**config.mk**
```make
export PLATFORM = sky130hd
export DESIGN_NAME = sha2_pad_ctrl_flat
export DESIGN_NICKNAME = d
export VERILOG_FILES = /design/src/rtl/sha2_pkg.sv /design/src/rtl/sha2_pad_ctrl_if.sv /design/src/rtl/sha2_pad_mask.sv /design/src/rtl/sha2_pad_ctrl.sv /design/src/flat_wrapper.sv
export SDC_FILE = /design/constraint.sdc
export NUM_CORES = 1
export LEC_CHECK = 0
export CAP_MARGIN = 0
export CELL_PAD_IN_SITES_DETAIL_PLACEMENT = 0
export CELL_PAD_IN_SITES_GLOBAL_PLACEMENT = 2
export CORE_UTILIZATION = 29
export DETAILED_ROUTE_END_ITERATION = 16
export MAX_ROUTING_LAYER = met4
export PLACE_DENSITY = 0.82
export SLEW_MARGIN = 5
export SYNTH_ARGS = -nofsm -noshare
export SYNTH_HDL_FRONTEND = slang
export SYNTH_HIERARCHICAL = 1
export SYNTH_SLANG_ARGS = --single-unit
export TNS_END_PERCENT = 20
```
**constraint.sdc**
```tcl
create_clock -name clk -period 2.6 [get_ports clk]
set_input_delay 0.26 -clock clk [delete_from_list [all_inputs] [get_ports clk]]
set_output_delay 0.26 -clock clk [all_outputs]
set_load 0.01 [all_outputs]
```
**src/rtl/sha2_pkg.sv**
```systemverilog
// Shared constants and FSM state type for the SHA-256 message padder.
// Contents: block/word/length-field widths, the 0x80 pad marker byte, the last
// marker byte offset that still leaves room for the length field, and the
// padder state enum.
package sha2_pkg;

  localparam int unsigned SHA2_BLK_W        = 512;
  localparam int unsigned SHA2_WORD_W       = 32;
  localparam int unsigned SHA2_LEN_FIELD_W  = 64;
  localparam logic [7:0]  SHA2_PAD_MARKER   = 8'h80;
  // Highest marker byte offset that still leaves bytes 56..63 for the length.
  localparam int unsigned SHA2_MAX_SINGLE_L = 55;

  typedef enum logic [2:0] {
    StIdle,
    StAccum,
    StEmit,
    StExtra,
    StFlush
  } sha2_state_e;

endpackage

```
**src/rtl/sha2_pad_ctrl_if.sv**
```systemverilog
// Handshake bundle for the SHA-256 padder.
// Word side : in_data/in_valid/in_last/in_bytes from the host, in_ready back.
// Block side: blk_data/blk_valid/blk_first/blk_last to the core, blk_ready back.
// modport master: host + compression core side; modport slave: the padder.
interface sha2_pad_ctrl_if;
  import sha2_pkg::*;

  logic [SHA2_WORD_W-1:0] in_data;
  logic                   in_valid;
  logic                   in_last;
  logic [2:0]             in_bytes;
  logic                   in_ready;

  logic [SHA2_BLK_W-1:0]  blk_data;
  logic                   blk_valid;
  logic                   blk_ready;
  logic                   blk_first;
  logic                   blk_last;

  modport master (
    output in_data, in_valid, in_last, in_bytes, blk_ready,
    input  in_ready, blk_data, blk_valid, blk_first, blk_last
  );

  modport slave (
    input  in_data, in_valid, in_last, in_bytes, blk_ready,
    output in_ready, blk_data, blk_valid, blk_first, blk_last
  );

endinterface

```
**src/rtl/sha2_pad_mask.sv**
```systemverilog
// Last-word byte mask and pad-marker insertion.
// Ports:
//   in_data         final message word, first byte in [31:24]
//   in_bytes        valid bytes in that word (0..4)
//   masked          word with trailing bytes cleared and 0x80 at offset in_bytes
//   marker_overflow word is full; the marker belongs in the next slot
// Build option SHA2_PAD_BYTE_LAST_EN: when undefined the word is always treated
// as full (whole-word messages) and no mask logic is generated.
module sha2_pad_mask
  import sha2_pkg::*;
(
  input  logic [SHA2_WORD_W-1:0] in_data,
  input  logic [2:0]             in_bytes,
  output logic [SHA2_WORD_W-1:0] masked,
  output logic                   marker_overflow
);

`ifdef SHA2_PAD_BYTE_LAST_EN
  always_comb begin
    masked          = '0;
    // Counts above 4 are treated as a full word.
    marker_overflow = (in_bytes >= 3'd4);
    for (int b = 0; b < 4; b++) begin
      if (3'(b) < in_bytes) begin
        masked[31-8*b -: 8] = in_data[31-8*b -: 8];
      end else if (3'(b) == in_bytes) begin
        masked[31-8*b -: 8] = SHA2_PAD_MARKER;
      end
    end
  end
`else
  logic [2:0] unused_bytes;
  assign unused_bytes    = in_bytes;
  assign masked          = in_data;
  assign marker_overflow = 1'b1;
`endif

endmodule

```
**src/rtl/sha2_pad_ctrl.sv**
```systemverilog
// Streaming SHA-256 padder / block sequencer.
// Packs 32-bit big-endian words into 512-bit blocks, appends the 0x80 marker,
// zero fill and the 64-bit bit length, emitting one or two final blocks.
// Ports:
//   clk, rst_n    clock, asynchronous active-low reset
//   start         begins a new message (ignored while busy)
//   bus           word input and block output handshakes (slave modport)
//   msg_bits      running message length in bits
//   busy          high from start until the final block handshake
//   err_overflow  sticky msg_bits carry-out, cleared by start
// Build option SHA2_PAD_BYTE_LAST_EN enables byte-granular final words
// (in_bytes honoured); otherwise every word counts as 4 bytes.
module sha2_pad_ctrl
  import sha2_pkg::*;
#(
  parameter int unsigned LEN_W         = 64,
  parameter int unsigned WORDS_PER_BLK = 16
) (
  input  logic             clk,
  input  logic             rst_n,
  input  logic             start,
  sha2_pad_ctrl_if.slave   bus,
  output logic [LEN_W-1:0] msg_bits,
  output logic             busy,
  output logic             err_overflow
);

  localparam int unsigned SumW = LEN_W + 7;

  sha2_state_e state_q, state_d;
  logic [4:0]             wi_q, wi_d;
  logic [SHA2_WORD_W-1:0] words_q [WORDS_PER_BLK];
  logic [SHA2_WORD_W-1:0] words_d [WORDS_PER_BLK];
  logic [LEN_W-1:0]       bits_q, bits_d;
  logic err_q, err_d;
  logic first_q, first_d;
  logic last_q, last_d;
  logic extra_q, extra_d;
  logic mpend_q, mpend_d;

  logic [SHA2_WORD_W-1:0]      masked;
  logic                        marker_overflow;
  logic [2:0]                  nb;
  logic [5:0]                  add_bits;
  logic [SumW-1:0]             sum;
  logic [6:0]                  lpos;
  logic [SHA2_LEN_FIELD_W-1:0] len_acc;
  logic [SHA2_LEN_FIELD_W-1:0] len_hold;

  sha2_pad_mask u_mask (
    .in_data         (bus.in_data),
    .in_bytes        (bus.in_bytes),
    .masked          (masked),
    .marker_overflow (marker_overflow)
  );

  always_comb begin
    state_d = state_q;
    wi_d    = wi_q;
    words_d = words_q;
    bits_d  = bits_q;
    err_d   = err_q;
    first_d = first_q;
    last_d  = last_q;
    extra_d = extra_q;
    mpend_d = mpend_q;

    nb       = marker_overflow ? 3'd4 : bus.in_bytes;
    add_bits = bus.in_last ? {nb, 3'b000} : 6'd32;
    sum      = SumW'(bits_q) + SumW'(add_bits);
    // Byte offset of the marker within the block (64 = next block).
    lpos     = {wi_q, 2'b00} + 7'(nb);
    len_acc  = SHA2_LEN_FIELD_W'(sum[LEN_W-1:0]);
    len_hold = SHA2_LEN_FIELD_W'(bits_q);

    unique case (state_q)
      StIdle: begin
        if (start) begin
          wi_d    = '0;
          bits_d  = '0;
          err_d   = 1'b0;
          first_d = 1'b1;
          state_d = StAccum;
        end
      end

      StAccum: begin
        if (bus.in_valid) begin
          bits_d = sum[LEN_W-1:0];
          if (|sum[SumW-1:LEN_W]) begin
            err_d = 1'b1;
          end
          if (!bus.in_last) begin
            words_d[wi_q[3:0]] = bus.in_data;
            wi_d               = wi_q + 5'd1;
            if (wi_q == 5'(WORDS_PER_BLK - 1)) begin
              last_d  = 1'b0;
              extra_d = 1'b0;
              mpend_d = 1'b0;
              state_d = StEmit;
            end
          end else begin
            // Slots past the last word hold stale data from earlier blocks.
            for (int j = 0; j < WORDS_PER_BLK; j++) begin
              if (5'(j) == wi_q) begin
                words_d[j] = masked;
              end else if (5'(j) > wi_q) begin
                words_d[j] = (marker_overflow && (5'(j) == wi_q + 5'd1)) ?
                             {SHA2_PAD_MARKER, 24'h0} : '0;
              end
            end
            if (lpos <= 7'(SHA2_MAX_SINGLE_L)) begin
              words_d[WORDS_PER_BLK-2] = len_acc[63:32];
              words_d[WORDS_PER_BLK-1] = len_acc[31:0];
              last_d  = 1'b1;
              extra_d = 1'b0;
              mpend_d = 1'b0;
            end else begin
              last_d  = 1'b0;
              extra_d = 1'b1;
              mpend_d = (lpos == 7'd64);
            end
            state_d = StEmit;
          end
        end
      end

      StEmit: begin
        if (bus.blk_ready) begin
          first_d = 1'b0;
          if (last_q) begin
            state_d = StFlush;
          end else if (extra_q) begin
            state_d = StExtra;
          end else begin
            wi_d    = '0;
            state_d = StAccum;
          end
        end
      end

      StExtra: begin
        for (int j = 0; j < WORDS_PER_BLK; j++) begin
          words_d[j] = '0;
        end
        words_d[0]               = mpend_q ? {SHA2_PAD_MARKER, 24'h0} : '0;
        words_d[WORDS_PER_BLK-2] = len_hold[63:32];
        words_d[WORDS_PER_BLK-1] = len_hold[31:0];
        last_d  = 1'b1;
        extra_d = 1'b0;
        mpend_d = 1'b0;
        state_d = StEmit;
      end

      StFlush: state_d = StIdle;

      default: state_d = StIdle;
    endcase
  end

  always_ff @(posedge clk or negedge rst_n) begin
    if (!rst_n) begin
      state_q <= StIdle;
      wi_q    <= '0;
      words_q <= '{default: '0};
      bits_q  <= '0;
      err_q   <= 1'b0;
      first_q <= 1'b0;
      last_q  <= 1'b0;
      extra_q <= 1'b0;
      mpend_q <= 1'b0;
    end else begin
      state_q <= state_d;
      wi_q    <= wi_d;
      words_q <= words_d;
      bits_q  <= bits_d;
      err_q   <= err_d;
      first_q <= first_d;
      last_q  <= last_d;
      extra_q <= extra_d;
      mpend_q <= mpend_d;
    end
  end

  always_comb begin
    bus.blk_data = '0;
    for (int j = 0; j < WORDS_PER_BLK; j++) begin
      bus.blk_data[SHA2_BLK_W-1-32*j -: 32] = words_q[j];
    end
  end

  assign bus.in_ready  = (state_q == StAccum);
  assign bus.blk_valid = (state_q == StEmit);
  assign bus.blk_first = bus.blk_valid & first_q;
  assign bus.blk_last  = bus.blk_valid & last_q;
  assign busy          = (state_q == StAccum) || (state_q == StEmit) ||
                         (state_q == StExtra);
  assign msg_bits      = bits_q;
  assign err_overflow  = err_q;

endmodule

```
**src/flat_wrapper.sv**
```systemverilog
// flat-port wrapper written by rule: the top's interface ports become plain ports
module sha2_pad_ctrl_flat import sha2_pkg::*;
#(
  parameter int unsigned LEN_W         = 64,
  parameter int unsigned WORDS_PER_BLK = 16
)
  (clk, rst_n, start, msg_bits, busy, err_overflow, bus_in_data, bus_in_valid, bus_in_last, bus_in_bytes, bus_blk_ready, bus_in_ready, bus_blk_data, bus_blk_valid, bus_blk_first, bus_blk_last);
  sha2_pad_ctrl_if bus_i ();
  input  logic clk;
  input  logic rst_n;
  input  logic start;
  output logic [LEN_W-1:0] msg_bits;
  output logic busy;
  output logic err_overflow;
  input wire logic [$bits(bus_i.in_data)-1:0] bus_in_data;
  input wire logic [$bits(bus_i.in_valid)-1:0] bus_in_valid;
  input wire logic [$bits(bus_i.in_last)-1:0] bus_in_last;
  input wire logic [$bits(bus_i.in_bytes)-1:0] bus_in_bytes;
  input wire logic [$bits(bus_i.blk_ready)-1:0] bus_blk_ready;
  output wire logic [$bits(bus_i.in_ready)-1:0] bus_in_ready;
  output wire logic [$bits(bus_i.blk_data)-1:0] bus_blk_data;
  output wire logic [$bits(bus_i.blk_valid)-1:0] bus_blk_valid;
  output wire logic [$bits(bus_i.blk_first)-1:0] bus_blk_first;
  output wire logic [$bits(bus_i.blk_last)-1:0] bus_blk_last;
  assign bus_i.in_data = bus_in_data;
  assign bus_i.in_valid = bus_in_valid;
  assign bus_i.in_last = bus_in_last;
  assign bus_i.in_bytes = bus_in_bytes;
  assign bus_i.blk_ready = bus_blk_ready;
  assign bus_in_ready = bus_i.in_ready;
  assign bus_blk_data = bus_i.blk_data;
  assign bus_blk_valid = bus_i.blk_valid;
  assign bus_blk_first = bus_i.blk_first;
  assign bus_blk_last = bus_i.blk_last;
  sha2_pad_ctrl #(.LEN_W(LEN_W), .WORDS_PER_BLK(WORDS_PER_BLK)) u_core (.clk(clk), .rst_n(rst_n), .start(start), .bus(bus_i), .msg_bits(msg_bits), .busy(busy), .err_overflow(err_overflow));
endmodule
```
==> results of run 1 <==
## cell type report
cell class / count / area share
clock buffer: 105 / 0.0476
tap: 1380 / 0.0396
antenna: 3 / 0.000172
inverter: 31 / 0.00267
multi-input combinational: 2160 / 0.331
sequential: 586 / 0.336
timing repair buffer: 1017 / 0.236
clock inverter: 22 / 0.00748
## report_power, final
part	internal (uW)	total, uW	switching, uW
logic	12800	26400	13600
clock network	5860	10400	4500
registers	12700	15500	2820
## cells by family after synthesis
| logic type | count (synthesis) |
|---|---|
| AO/OA/AOI/OAI | 1374 |
| AND/OR/NAND/NOR | 723 |
| flip-flops | 586 |
| buffers and inverters | 429 |
| XOR/XNOR | 29 |
| multiplexers | 18 |
| adder cells (fa/ha/maj) | 12 |
| other | 2 |
## metal layers
metal / vias to the layer above / GRT usage / share of wire
li1: 13400 / - / -
met1: 16100 / 0.407 / 0.42
met3: 237 / 0.0696 / 0.094
met4: 0 / 0.0910 / 0.030
met2: 1712 / 0.464 / 0.46
met5: - / - / 0
## state kept, by name, summed over array words and instances (netlist names)
name and cells:
u_core/first_q 1, u_core/mpend_q 1, u_core/msg_bits 61, u_core/err_overflow 1, u_core/extra_q 1, u_core/wi_q 5
u_core/last_q 1, u_core/state_q 3, u_core/bus.blk_data 512
## critical path: cells and delay by family, from the launching register on
kind	cells	cell delay, ns
compound gates	4	0.65
buf+inv	3	0.44
simple gates	2	0.70
flops	1	0.41
fa+ha+maj	2	0.32
## worst paths after layout
check | cells after the start | start | to | slack (ns)
setup reg to reg | 11 | u_core/wi_q[0] | u_core/bus.blk_data[50] | -0.06
hold / removal | 3 | bus_in_last | u_core/bus.blk_data[159] | 0.11
setup / recovery | 11 | u_core/wi_q[0] | u_core/bus.blk_data[50] | -0.06
hold reg to reg | 2 | u_core/bus.blk_data[160] | u_core/bus.blk_data[160] | 0.48
max in group asynchronous | 4 | rst_n | u_core/bus.blk_data[414] | 1.39
min in group asynchronous | 2 | rst_n | u_core/msg_bits[7] | 0.18
## layout by cell type (no fill, tap or decap), types with 29 or more instances in the layout
cell type        Yosys  layout
clkdlybuf4s50_1      0     616
dfrtp_1            586     586
o21a_1             343     342
o221ai_1           340     339
buf_4               41     306
nand2_1            281     276
o21ai_0            216     210
a21oi_1            153     149
nor2_1             142     139
buf_12               0      82
clkbuf_16            0      76
o31ai_1             65      65
nand3_1             62      53
nand2b_1            40      40
o22ai_1             43      38
a31oi_1             38      38
nor3_1              33      32
inv_1               30      29
## through the flow
stage               cell area, sq um  setup TNS (ns)  power, uW  hold WS [ns]
floorplan                      30600        -0.00394      26700       -0.0356
global placement               40900          -11.05      41100         0.302
detailed placement             40900          -12.25      41300         0.304
CTS                            43400               0      52000        0.0708
global route                   43600           -4.06      54600         0.115
finish                         43600          -0.643      52300         0.111
## what timing repair did
| action | CTS | global route |
|---|---|---|
| gates cloned | 0 | 4 |
| hold endpoints to repair | 44 | 0 |
| resized for setup | 15 | 29 |
| setup endpoints to repair | 64 | 228 |
| buffers inserted | 4 | 10 |
| hold buffers | 1 | 0 |
| pin swaps | 5 | 14 |
==> results.md, run 1 <==
* Area share of the largest cell type after synthesis at 0.479
* Crit path time final at 2.66 ns
* DRC Markers at 0
* CTS max path bufs at 3
* Synth Warn # at 6
* Vias in the first global route at 30200
* Cells after synthesis at 3173
* Final core utilization at 0.419
* Pre-CTS WS at -0.642 ns
* First-pass GRT wire length at 231 mm
* Post-synthesis sequential area ratio at 0.479
* Failing checks: negative setup slack
* Ys flop type: dfrtp_1
* Insertion delay to the later sink of the worst-skew pair at 0.67 ns
* Mean post-synth cell area at 9.65 sq um
* Mapped cell area at 0.0306 sq mm
* Complex-gate fraction of the synthesized area at 0.326
* Post-synthesis adder-cell area fraction at 0.00511
* Main area contributors after synthesis: dfrtp_1 (48%), o221ai_1 (9.7%), o21a_1 (8.4%), o21ai_0 (3.5%), nand2_1 (3.4%)
* Layout cells sized above 1 at 0.156
* GRT overflow at 0
* CP Max Fanout at 17
* Die area at 0.107 sq mm
* Multi-input logic area at 0.0144 sq mm
* Starting density of the core at 0.294
* Nets at 3921
* Multiplexer share of the synthesized area at 0.00642
* Clock slew at reported path FFs at 0.06 ns
* Most common cell in the netlist: dfrtp_1
* Fin cells at 5304
* Ys async rst share at 1.00
* Final WS setup at -0.0604 ns
* Worst rel slew slack at 0.422
* Clock Sinks at 586
* Yosys cell types at 93
* Leakage at 0.0169 uW
* Startpoint types: flip-flop
* Final wirelength at 164 mm
* FF+latch area at 0.0147 sq mm
* Via count at 31400
* IO Count at 623
* Antenna violations before repair at 4
* Post-Place Cells at 5157
* Depth of the CTS H-tree at 3
* PortBufs at 619
* CTS tree: built
* Seq cells post-synth at 586
* Status: complete, but fails checks
* RSZ-0062 raised after global routing: true
* Slowest-stage cell, CP: or4_4
* CP peak stage delay at 0.50 ns
* DP HPWL at 117 mm
* TritonRoute pass-1 iters at 5
* Leading area contributor after synthesis: dfrtp_1
* CORE AREA at 0.104 sq mm
* Die X-Extent at 327 microns
* Total global-route track usage at 0.306
* Critical Path RT at 3.14 ns
* Crit Path Category: flip-flop to flip-flop
* Final period utilization at 1.02
* CP Capture Type: flip-flop
* Post-route ant nets at 0
* Num CTS Buffers at 73
* Site Rows at 118
* Area growth from synthesis to layout at 42.6%
* Worst-margin pin slew at 0.867 ns
* Largest family of logic cells by synthesized area: compound AO/OA/AOI/OAI gates
* Layout fillers at 10200
* Peak VDD IR at 0.000668 V
* Max_cap viols at 0
* Clock root cell: clkbuf_16
* Total power divided by cell area at 1200 mW/mm^2
* Final Wtd Congestion at 0.959
* CP Cell Sequence: ha_4 > ha_4 > buf_6 > and3b_2 > or4_4 > a211oi_4 > a211oi_4 > buf_12 > clkbuf_16 > o22ai_1 > a21oi_1
* Fmax at 376 MHz
* Hold WC Path Type: input port to flip-flop
* Commonest cells in the netlist: dfrtp_1 (586), o21a_1 (343), o221ai_1 (340), nand2_1 (281), clkbuf_1 (267)
* CP arrival at 3.20 ns
* Final setup violation count at 25
* Die H at 327 microns
* Iter 0 DRT Violations at 3316
* Largest net degree at the start of global routing at 86
* XOR/XNOR Fraction of Synth Area at 0.00830
* Worst Skew at 0.0322 ns
* Max Slew Vio Count at 0
* Post-synth EDFFs at 0
* Final Hold Fails at 0
* Post-DR wirelength/cell at 30.9 microns
* Post-synthesis simple-gate area fraction at 0.114
* Vias/cell at 5.93
No activity file was read; power rests on OpenSTA's default activity.
==> run 2, diff against run 1 <==
--- a/config.mk
+++ b/config.mk
@@ -17,4 +17,4 @@
 export SYNTH_HDL_FRONTEND = slang
 export SYNTH_HIERARCHICAL = 1
 export SYNTH_SLANG_ARGS = --single-unit
-export TNS_END_PERCENT = 20
+export TNS_END_PERCENT = 50
==> run 2 against run 1 <==
The run still ends with negative setup slack left. Design area about the same. Global-route usage unchanged. Critical path depth unchanged. First-iteration DRC count down 2.8%. Sequential share of layout area about the same. Utilization about the same. Cell count about the same. Count of clock-buffer cells in the layout unchanged. Largest power group unchanged. Highest routed layer unchanged.
==> results.md, run 2 (same netlist as run 1, synthesis figures left out) <==
* Final Hold Fails at 0 (unchanged)
* Die X-Extent at 327 microns (unchanged)
* Worst-margin pin slew at 0.886 ns (was 0.867 ns)
* Site Rows at 118 (unchanged)
* Peak VDD IR at 0.000668 V (about the same)
* Setup slack, reg-to-reg at -0.07 ns (was -0.06 ns)
* Total global-route track usage at 0.306 (unchanged)
* Combinational share of power at 0.505 (about the same)
* Nets at 3921 (unchanged)
* Clock slew at reported path FFs at 0.06 ns (about the same)
* Met3 WL post-DR at 16.0 mm (was 15.4 mm)
* Total Power at 52300 uW (about the same)
* Worst rel slew slack at 0.409 (was 0.422)
* IO Count at 623 (unchanged)
* Insertion delay to the later sink of the worst-skew pair at 0.67 ns (about the same)
* CTS max path bufs at 3 (unchanged)
* Pint at 31400 uW (about the same)
* Startpoint types: flip-flop (unchanged)
* CTS tree: built (unchanged)
* CORE AREA at 0.104 sq mm (unchanged)
* R2r worst-path depth at 11 (unchanged)
* Met1 wire length at 68.6 mm (was 68.9 mm)
* Register share of total power at 0.297 (about the same)
* Design area at 0.0437 sq mm (was 0.0436 sq mm)
* Fmax at 374 MHz (was 376 MHz)
* Reg2reg end: u_core/bus.blk_data[61] (was u_core/bus.blk_data[50])
* TritonRoute pass-1 iters at 5 (unchanged)
* Clock root cell: clkbuf_16 (unchanged)
* End of the critical path: u_core/bus.blk_data[61] (was u_core/bus.blk_data[50])
* Switching fraction of total power at 0.400 (about the same)
* Crit Path Category: flip-flop to flip-flop (unchanged)
* Max Slew Vio Count at 0 (unchanged)
* Num CTS Buffers at 73 (unchanged)
* Area after DPL at 0.0409 sq mm (unchanged)
* GRT overflow at 0 (unchanged)
* Largest net degree at the start of global routing at 86 (unchanged)
* Sw power at 20900 uW (about the same)
* Crit path time final at 2.67 ns (was 2.66 ns)
* Antenna violations before repair at 4 (unchanged)
* FF-to-FF Start: u_core/wi_q[0] (unchanged)
* Most common cell after layout, fill and taps aside: clkdlybuf4s50_1 (unchanged)
* WHS at 0.110 ns (was 0.111 ns)
* Final WS setup at -0.0744 ns (was -0.0604 ns)
* RSZ-0062 raised after global routing: true (unchanged)
* Post-DR wirelength/cell at 30.9 microns (about the same)
* Final Wtd Congestion at 0.959 (unchanged)
* Clock power frac at 0.198 (about the same)
* Leakage at 0.0169 uW (about the same)
* Post-route ant nets at 0 (unchanged)
* CP Capture Type: flip-flop (unchanged)
* Max Used Layer: met4 (unchanged)
* Layout fillers at 10200 (about the same)
* Layout cells sized above 1 at 0.156 (about the same)
* Final wirelength at 164 mm (about the same)
* Die H at 327 microns (unchanged)
* Most frequent cells in the layout: clkdlybuf4s50_1 (616), dfrtp_1 (586), o21a_1 (342) (unchanged)
* Total power divided by cell area at 1200 mW/mm^2 (about the same)
* First-pass GRT wire length at 231 mm (unchanged)
* PortBufs at 619 (unchanged)
* Max_cap viols at 0 (unchanged)
* Status: complete, but fails checks (unchanged)
* Depth of the CTS H-tree at 3 (unchanged)
* Via count at 31500 (was 31400)
* DRC Markers at 0 (unchanged)
* DP HPWL at 117 mm (unchanged)
* Hold WC Path Type: input port to flip-flop (unchanged)
* Critical Path RT at 3.12 ns (was 3.14 ns)
* DR WL met2 at 74.3 mm (was 74.6 mm)
* Failing checks: negative setup slack (unchanged)
* Max reg flops at 512 (unchanged)
* Vias in the first global route at 30200 (unchanged)
* CP startpoint: u_core/wi_q[0] (unchanged)
* CP arrival at 3.20 ns (about the same)
* Area growth from synthesis to layout at 42.6% (about the same)
* Clock Sinks at 586 (unchanged)
* Final period utilization at 1.03 (was 1.02)
* Final setup violation count at 28 (was 25)
* Worst Skew at 0.0328 ns (was 0.0322 ns)
* Vias/cell at 5.94 (was 5.93)
* CP Max Fanout at 17 (unchanged)
* Starting density of the core at 0.294 (unchanged)
* Die area at 0.107 sq mm (unchanged)
* Iter 0 DRT Violations at 3222 (was 3316)
-- run 2: power groups by stage --
stage | sequential (uW) | combinational [uW] | clock [uW]
detailed placement | 15500 | 25800 | 0
global placement | 15600 | 25500 | 0
CTS | 15500 | 25900 | 10500
floorplan | 16100 | 10500 | 0
global route | 15800 | 27900 | 10900
finish | 15500 | 26400 | 10400
-- run 2: worst min path at each step --
stage	depth (start not counted)	startpoint	slack [ns]	end
after global routing	3	bus_in_last	0.12	u_core/bus.blk_data[159]
after detailed placement	1	rst_n	0.30	u_core/msg_bits[6]
after global placement	1	rst_n	0.30	u_core/bus.blk_data[9]
final	3	bus_in_last	0.11	u_core/bus.blk_data[159]
after CTS	3	bus_in_last	0.07	u_core/bus.blk_data[159]
after floorplan	0	rst_n	-0.04	u_core/bus.blk_data[0]
-- run 2: per-stage QoR --
stage | setup WS [ns] | setup TNS, ns | std cells | utilization
detailed placement | -0.642 | -12.25 | 5157 | 0.393
CTS | 0.00418 | 0 | 5288 | 0.417
global placement | -0.655 | -11.05 | 5157 | 0.393
finish | -0.0744 | -0.933 | 5306 | 0.420
floorplan | -0.00394 | -0.00394 | 3175 | -
global route | -0.100 | -4.02 | 5304 | 0.419
-- run 2: timing repair --
action / 4_1_cts / 5_1_grt
buffers inserted: 4 / 10
endpoints found under the hold margin: 44 / 0
setup endpoints to repair: 64 / 228
hold buffers: 1 / 0
resized for setup: 15 / 33
pin swaps: 5 / 15
gates cloned: 0 / 4
-- run 2: critical path, stage by stage (launching register included) --
cell	delay, ns
dfrtp_1	0.41
ha_4	0.18
ha_4	0.14
buf_6	0.10
and3b_2	0.20
or4_4	0.50
a211oi_4	0.37
a211oi_4	0.07
buf_12	0.15
clkbuf_16	0.19
o22ai_1	0.14
a31oi_1	0.06
-- run 2: final cells by class --
cell class                 count  area (sq um)  share of cell area
sequential                   586         14700               0.336
multi-input combinational   2160         14400               0.331
timing repair buffer        1017         10300               0.236
clock buffer                 105          2080              0.0476
tap                         1380          1730              0.0395
clock inverter                22           327             0.00748
inverter                      31           116             0.00266
antenna                        5          12.5            0.000287
-- run 2: layer usage --
layer,global-route usage,vias to the layer above
li1,-,13400
met1,0.407,16100
met2,0.464,1782
met3,0.0696,248
met4,0.0910,0
met5,-,-
